**src/rtl/uart_tx_pkg.sv**
```systemverilog
// Shared definitions for the UART transmit path: FSM state codes,
// parity type selectors and serial line levels.
package uart_tx_pkg;

  // One-hot state codes
  localparam logic [4:0] ST_IDLE   = 5'b00001;
  localparam logic [4:0] ST_START  = 5'b00010;
  localparam logic [4:0] ST_DATA   = 5'b00100;
  localparam logic [4:0] ST_PARITY = 5'b01000;
  localparam logic [4:0] ST_STOP   = 5'b10000;

  typedef enum logic [4:0] {
    IDLE   = ST_IDLE,
    START  = ST_START,
    DATA   = ST_DATA,
    PARITY = ST_PARITY,
    STOP   = ST_STOP
  } tx_state_e;

  // Parity type selectors
  localparam logic PAR_EVEN = 1'b0;
  localparam logic PAR_ODD  = 1'b1;

  // Serial line levels
  localparam logic LINE_IDLE = 1'b1;
  localparam logic START_BIT = 1'b0;
  localparam logic STOP_BIT  = 1'b1;

endpackage

```
**src/rtl/uart_tx_if.sv**
```systemverilog
// Parallel-side handshake of the UART transmitter: byte, strobe, parity
// configuration, plus the serial line and busy flag coming back.
interface uart_tx_if #(
  parameter int DATA_WIDTH = 8
);

  logic [DATA_WIDTH-1:0] P_DATA;
  logic                  DATA_VALID;
  logic                  PAR_EN;
  logic                  PAR_TYP;
  logic                  TX_OUT;
  logic                  Busy;

  // Upstream data source side
  modport master (
    output P_DATA, DATA_VALID, PAR_EN, PAR_TYP,
    input  TX_OUT, Busy
  );

  // Transmitter side
  modport slave (
    input  P_DATA, DATA_VALID, PAR_EN, PAR_TYP,
    output TX_OUT, Busy
  );

endinterface

```
**src/rtl/uart_tx_parity.sv**
```systemverilog
// Combinational parity generator shared by the UART TX and RX paths.
// Even parity is the XOR of the data; odd parity is its complement.
module uart_tx_parity
  import uart_tx_pkg::*;
#(
  parameter int WIDTH = 8
) (
  input  logic [WIDTH-1:0] data_i,
  input  logic             par_typ_i,
  output logic             par_bit_o
);

  logic xor_s;

  // Reduce the data word and apply the parity type
  always_comb begin
    xor_s = ^data_i;
    if (par_typ_i == PAR_ODD) begin
      par_bit_o = ~xor_s;
    end else begin
      par_bit_o = xor_s;
    end
  end

endmodule

```
**src/rtl/uart_tx.sv**
```systemverilog
// UART transmitter: accepts a byte on a one-cycle strobe and sends
// start, data (LSB first), optional parity and stop bits, one bit per
// CLK cycle. TX_OUT and Busy are registered; the register holds the
// level for the state being entered, so the line changes on the edge.
module uart_tx
  import uart_tx_pkg::*;
#(
  parameter int DATA_WIDTH = 8
) (
  input  logic   CLK,
  input  logic   RST,
  uart_tx_if.slave bus
);

  localparam int CNT_W = (DATA_WIDTH > 1) ? $clog2(DATA_WIDTH) : 1;
  localparam logic [CNT_W-1:0] LAST_BIT = CNT_W'(DATA_WIDTH - 1);

  tx_state_e             state_q, state_d;
  logic [DATA_WIDTH-1:0] data_q, data_d;
  logic [CNT_W-1:0]      cnt_q, cnt_d;
  logic                  par_en_q, par_en_d;
  logic                  par_q, par_d;
  logic                  tx_q, tx_d;
  logic                  busy_q, busy_d;
  logic                  par_bit_s;

  // Parity of the incoming byte; captured only when the byte is accepted
  uart_tx_parity #(
    .WIDTH(DATA_WIDTH)
  ) u_parity (
    .data_i   (bus.P_DATA),
    .par_typ_i(bus.PAR_TYP),
    .par_bit_o(par_bit_s)
  );

  // State, datapath and output registers; reset forces an idle-high line
  always_ff @(posedge CLK or negedge RST) begin
    if (!RST) begin
      state_q  <= IDLE;
      data_q   <= '0;
      cnt_q    <= '0;
      par_en_q <= 1'b0;
      par_q    <= 1'b0;
      tx_q     <= LINE_IDLE;
      busy_q   <= 1'b0;
    end else begin
      state_q  <= state_d;
      data_q   <= data_d;
      cnt_q    <= cnt_d;
      par_en_q <= par_en_d;
      par_q    <= par_d;
      tx_q     <= tx_d;
      busy_q   <= busy_d;
    end
  end

  // Next state, shift/count updates and the line level of the next state
  always_comb begin
    state_d  = state_q;
    data_d   = data_q;
    cnt_d    = cnt_q;
    par_en_d = par_en_q;
    par_d    = par_q;
    tx_d     = LINE_IDLE;

    case (state_q)
      IDLE, STOP: begin
        // Stop cycle accepts too, giving gap-free back-to-back frames
        if (bus.DATA_VALID) begin
          data_d   = bus.P_DATA;
          par_en_d = bus.PAR_EN;
          par_d    = par_bit_s;
          state_d  = START;
          tx_d     = START_BIT;
        end else begin
          state_d  = IDLE;
          tx_d     = LINE_IDLE;
        end
      end
      START: begin
        state_d = DATA;
        cnt_d   = '0;
        tx_d    = data_q[0];
        data_d  = {1'b0, data_q[DATA_WIDTH-1:1]};
      end
      DATA: begin
        cnt_d = cnt_q + CNT_W'(1);
        if (cnt_q == LAST_BIT) begin
          if (par_en_q) begin
            state_d = PARITY;
            tx_d    = par_q;
          end else begin
            state_d = STOP;
            tx_d    = STOP_BIT;
          end
        end else begin
          // Next data bit sits in the LSB after the previous shift
          state_d = DATA;
          tx_d    = data_q[0];
          data_d  = {1'b0, data_q[DATA_WIDTH-1:1]};
        end
      end
      PARITY: begin
        state_d = STOP;
        tx_d    = STOP_BIT;
      end
      default: begin
        state_d = IDLE;
        tx_d    = LINE_IDLE;
      end
    endcase

    busy_d = (state_d != IDLE);
  end

  assign bus.TX_OUT = tx_q;
  assign bus.Busy   = busy_q;

endmodule

```
**src/flat_wrapper.sv**
```systemverilog
// flat-port wrapper written by rule: the top's interface ports become plain ports
module uart_tx_flat import uart_tx_pkg::*;
#(
  parameter int DATA_WIDTH = 8
)
  (CLK, RST, bus_P_DATA, bus_DATA_VALID, bus_PAR_EN, bus_PAR_TYP, bus_TX_OUT, bus_Busy);
  uart_tx_if #(.DATA_WIDTH(DATA_WIDTH)) bus_i ();
  input  logic CLK;
  input  logic RST;
  input wire logic [$bits(bus_i.P_DATA)-1:0] bus_P_DATA;
  input wire logic [$bits(bus_i.DATA_VALID)-1:0] bus_DATA_VALID;
  input wire logic [$bits(bus_i.PAR_EN)-1:0] bus_PAR_EN;
  input wire logic [$bits(bus_i.PAR_TYP)-1:0] bus_PAR_TYP;
  output wire logic [$bits(bus_i.TX_OUT)-1:0] bus_TX_OUT;
  output wire logic [$bits(bus_i.Busy)-1:0] bus_Busy;
  assign bus_i.P_DATA = bus_P_DATA;
  assign bus_i.DATA_VALID = bus_DATA_VALID;
  assign bus_i.PAR_EN = bus_PAR_EN;
  assign bus_i.PAR_TYP = bus_PAR_TYP;
  assign bus_TX_OUT = bus_i.TX_OUT;
  assign bus_Busy = bus_i.Busy;
  uart_tx #(.DATA_WIDTH(DATA_WIDTH)) u_core (.CLK(CLK), .RST(RST), .bus(bus_i));
endmodule
```
**config.mk**
```make
export PLATFORM = sky130hd
export DESIGN_NAME = uart_tx_flat
export DESIGN_NICKNAME = d
export VERILOG_FILES = /design/src/rtl/uart_tx_pkg.sv /design/src/rtl/uart_tx_if.sv /design/src/rtl/uart_tx_parity.sv /design/src/rtl/uart_tx.sv /design/src/flat_wrapper.sv
export SDC_FILE = /design/constraint.sdc
export NUM_CORES = 1
export LEC_CHECK = 0
export CORE_UTILIZATION = 45
export DETAILED_ROUTE_END_ITERATION = 7
export PLACE_DENSITY = 0.78
export SYNTH_ARGS = -nofsm -noshare
export SYNTH_HDL_FRONTEND = slang
export SYNTH_HIERARCHICAL = 1
export SYNTH_SLANG_ARGS = --single-unit
```
**constraint.sdc**
```tcl
create_clock -name CLK -period 3.5 [get_ports CLK]
set_input_delay 0.7 -clock CLK [delete_from_list [all_inputs] [get_ports CLK]]
set_output_delay 0.7 -clock CLK [all_outputs]
set_load 0.01 [all_outputs]
```
======== Word-level counts from Yosys, hierarchy flattened ========
Cells that the tools add are included.
storage, ports and cells
  bits in registers ....................... 20
  input port bits ......................... 13
  output and inout bits ................... 2
  logic and storage cells ................. 37
cells by class
  add/sub/neg operators ................... 1
  equality and inequality tests ........... 9
  muxes and demuxes ....................... 13
  bitwise gates (word level) .............. 1
  reduce and logical (&&, ||, !) cells .... 6
operators with widths
  cell                   number
  $pmux W8 S3            1
  $pmux W5 S4            1
  $mux W8                2
  $mux W5                2
  $reduce_xor A8 Y1      1
  $pmux W3 S2            1
  $eq A5 B1 Y1 const B   1
  $eq A5 B2 Y1 const B   1
  $eq A5 B3 Y1 const B   1
  $eq A5 B4 Y1 const B   1
  $eq A5 B5 Y1 const B   1
  $ne A5 B1 Y1 const B   1
  $mux W1                4
  $ne A2 B2 Y1 const B   2
  $add A3 B1 Y3 const B  1
  $eq A3 B3 Y1 const B   1
  $pmux W1 S3            1
  $reduce_and A3 Y1      1
  $reduce_bool A3 Y1     1
  $mux W2                1
  $reduce_and A2 Y1      1
  $reduce_bool A2 Y1     1
  $reduce_or A2 Y1       1
  $not A1 Y1             1

======== Longest topological paths before layout ========
  depth after elaboration ................. 4
  mapped depth ............................ 7
  gate-level depth less buffers ........... 6

======== Modules after synthesis ========
Netlist, hierarchy kept.
by module, submodules not included
  module          times used  cells an instance  area each (µm²)  sequential area each (µm²)
  uart_tx         1           77                 1021.0           503.0
  uart_tx_parity  1           7                  82.6             0.0

======== Worst setup path after synthesis ========
No wires, ideal clock.
  path kind ............................... input to register
  start ................................... input port bus_DATA_VALID
  end ..................................... register u_core.data_q[0]
  library setup time ...................... 125 ps
  data arrival time ....................... 1776 ps
  data required time ...................... 3375 ps
  path slack .............................. 1599 ps
  cell stages on the path ................. 5
  buffers on the path ..................... 1
  cells stage by stage .................... nand2b_1 -> or4_4 -> nand2b_2 -> buf_12 -> mux2_4
between the ends
  cells in the longest elaborated chain, start to end .. 2
RTL lines
  what                                line                text
  from (decl)                         flat_wrapper.sv:11  input wire logic [$bits(bus_i.DATA_VALID)-1:0] bus_DATA_VALID;
  $ne A2 B2 Y1 (no source line)       --
  $reduce_and A3 Y1 (no source line)  --
  to (signal assigned)                uart_tx.sv:48       data_q <= data_d;
  to (decl)                           uart_tx.sv:19       logic [DATA_WIDTH-1:0] data_q, data_d;
Every way passes these cells.
A chain may end at the register's enable or synchronous reset.

======== Worst setup path in the final report ========
  start ................................... input port bus_DATA_VALID
  end ..................................... register u_core.data_q[6]
Same word-level chain as after synthesis.

==> impl_metrics.ini <==
[clocking]
root_buffer = clkbuf_4
clkTransAtPathRegs_ns = 0.11
cts_hold_buf = 0
cts.sinks = 20
cts_buffers = 3
insertion_delay_ns = 0.31
clockBufferDepth = 2
post_cts_buffers = 0
cts_tree = built
cts_resized = 0
h-tree-depth = 1

[worst_setup_path]
arrival_ns = 2.33
required_ns = 3.69
worstPathMaxFanout = 8
crit_chain = clkdlybuf4s50_1, nand2b_1, or4_4, nand2b_2, mux2_4
start_kind = input port
slowest_stage = or4_4
slowest_delay_ns = 0.52
critPathKind = in2reg
end_kind = flip-flop

[drt]
drt_pass1_iterations = 2
drt_iter0_drc = 10
wl_per_cell_um = 13.9
route.antenna.remaining_nets = 0
wirelength_um = 1800
vias_per_cell = 5.32
drc = 0
vias = 686

[timing]
period_minus_slack_ns = 2.14
hold_ws_ns = 0.517
slew_headroom = 0.416
hold_viol_final = 0
finalCritPeriodShare = 0.612
fmax_mhz = 467
setup-violations-final = 0
grt_setup_unrepaired = no
tightest_slew_ns = 0.873
drv_slew = 0
skew_ns = 0.0132
setup_tns_ns = 0

[floorplan]
core_sq_mm = 0.00225
rows = 17
initial_core_util = 0.489
die_w_um = 51.5
die_area_sq_mm = 0.00265
io-pin-count = 15
die_h_um = 51.5

[synthesis]
syn_area_per_cell_sq_um = 13.1
synth_edf_count = 0
synth-seq-area-share = 0.456
ys_types = 33
async_flop_share = 1.00
syn_area_sq_mm = 0.00110
synth_ff_type = dfrtp_1
yosysWarnings = 6
synthCells = 84
synth_fp_nets = 99
ys_ff_latch = 20

[hold_path]
hp-class = reg2reg

[status]
status = completed

[global_route]
antenna_found_initial = 0
grt_max_degree = 21
grt_util_met1 = 0.199
grt_use_met2 = 0.299
grt_pass1_vias = 747
use_met3 = 0.0351
grt_usage = 0.168
globalRouteOverflowTotal = 0
grt_pass1_wl_um = 3220
grt.busiest_layer = met2

[layout]
num_antenna_cells = 0
fin_area_sq_mm = 0.00131
final_common_cell = dfrtp_1
post-route-util = 0.580
layout.nets = 117
mostFrequentLayoutCells = dfrtp_1, clkdlybuf4s50_1, mux2_4, inv_1, xnor2_1
drive_above_1_share = 0.238
area_delta_synth_final_pct = 18.5

[place]
dp_hpwl_um = 1350
port_buffers = 14
place_area_sq_mm = 0.00125
gp_congestion = 0.752

[pwr]
p_leak_nw = 0.606
peakVddDrop_uv = 344
power_density_mw_per_mm2 = 749

[flow_run]
maxCapViolations = 0
## cells by family (layout without fill, tap and decap cells)
logic type | count (synthesis) | after routing | share of synthesized area
compound gates | 11 | 11 | 0.0737
xor+xnor | 8 | 8 | 0.0828
fa+ha+maj | 2 | 2 | 0.0227
buf+inv | 7 | 24 | 0.0454
flops | 20 | 20 | 0.456
mux | 18 | 18 | 0.226
simple gates | 18 | 18 | 0.0941
## cell usage after synthesis (2+ instances only)
| cell type | number | area share |
|---|---|---|
| nor3_1 | 2 | 0.0091 |
| o21a_1 | 2 | 0.014 |
| nor2_1 | 2 | 0.0068 |
| inv_1 | 5 | 0.017 |
| a32o_1 | 2 | 0.018 |
| nand2_1 | 4 | 0.014 |
| ha_1 | 2 | 0.023 |
| mux2_1 | 2 | 0.020 |
| dfrtp_1 | 18 | 0.41 |
| dfstp_2 | 2 | 0.048 |
| mux2_4 | 13 | 0.18 |
| mux2i_1 | 2 | 0.018 |
| xnor2_1 | 5 | 0.040 |
| nor2b_1 | 3 | 0.017 |
| o21ai_0 | 2 | 0.0091 |
## layer usage
layer / up-vias / wire length, um
met5: - / 0
met1: 343 / 811
li1: 331 / -
met3: 0 / 54
met2: 12 / 929
met4: 0 / 0
## sequential cells by signal, summed over array words and instances (netlist names)
signal,flops
u_core/par_q,1
u_core/state_q,5
u_core/bus.Busy,1
u_core/data_q,8
u_core/cnt_q,3
u_core/par_en_q,1
u_core/bus.TX_OUT,1
## metrics by stage
| step | instances | worst slack (ns) | total power, mW |
|---|---|---|---|
| after global placement | 125 | 1.05 | 0.778 |
| after global routing | 129 | 1.32 | 1.05 |
| after detailed placement | 125 | 1.02 | 0.796 |
| after CTS | 129 | 1.36 | 0.989 |
| final | 129 | 1.36 | 0.979 |
| after floorplan | 84 | 1.60 | 0.727 |
## critical path, delay by kind of cell
kind / cells / cell delay (ns)
multiplexers: 1 / 0.33
buffers and inverters: 1 / 0.46
AND/OR/NAND/NOR: 3 / 0.85
## power breakdown
group | leakage [nW] | switching [mW] | total, mW | internal, mW
registers | 0.247 | 0.0638 | 0.395 | 0.331
clock network | 0.0279 | 0.0745 | 0.190 | 0.116
logic | 0.331 | 0.153 | 0.394 | 0.241
total | 0.606 | 0.291 | 0.979 | 0.688
## path summary, 6_finish.rpt
check,from,to,slack (ns),depth (start not counted)
min reg2reg,u_core/cnt_q[2],u_core/cnt_q[2],0.52,1
max,bus_DATA_VALID,u_core/data_q[6],1.36,5
max in group asynchronous,RST,u_core/state_q[3],2.08,1
min,u_core/cnt_q[2],u_core/cnt_q[2],0.52,1
max reg2reg,u_core/cnt_q[0],u_core/data_q[6],1.52,6
min in group asynchronous,RST,u_core/state_q[1],0.87,1
## area by class of cell
class,count,area [sq um]
clock buffer,3,22.5
clock inverter,1,30.0
fill,202,947
inverter,5,18.8
multi-input combinational,57,551
sequential,20,503
tap,28,35.0
timing repair buffer,15,148
Note: power is estimated with default switching activity, not from simulation.
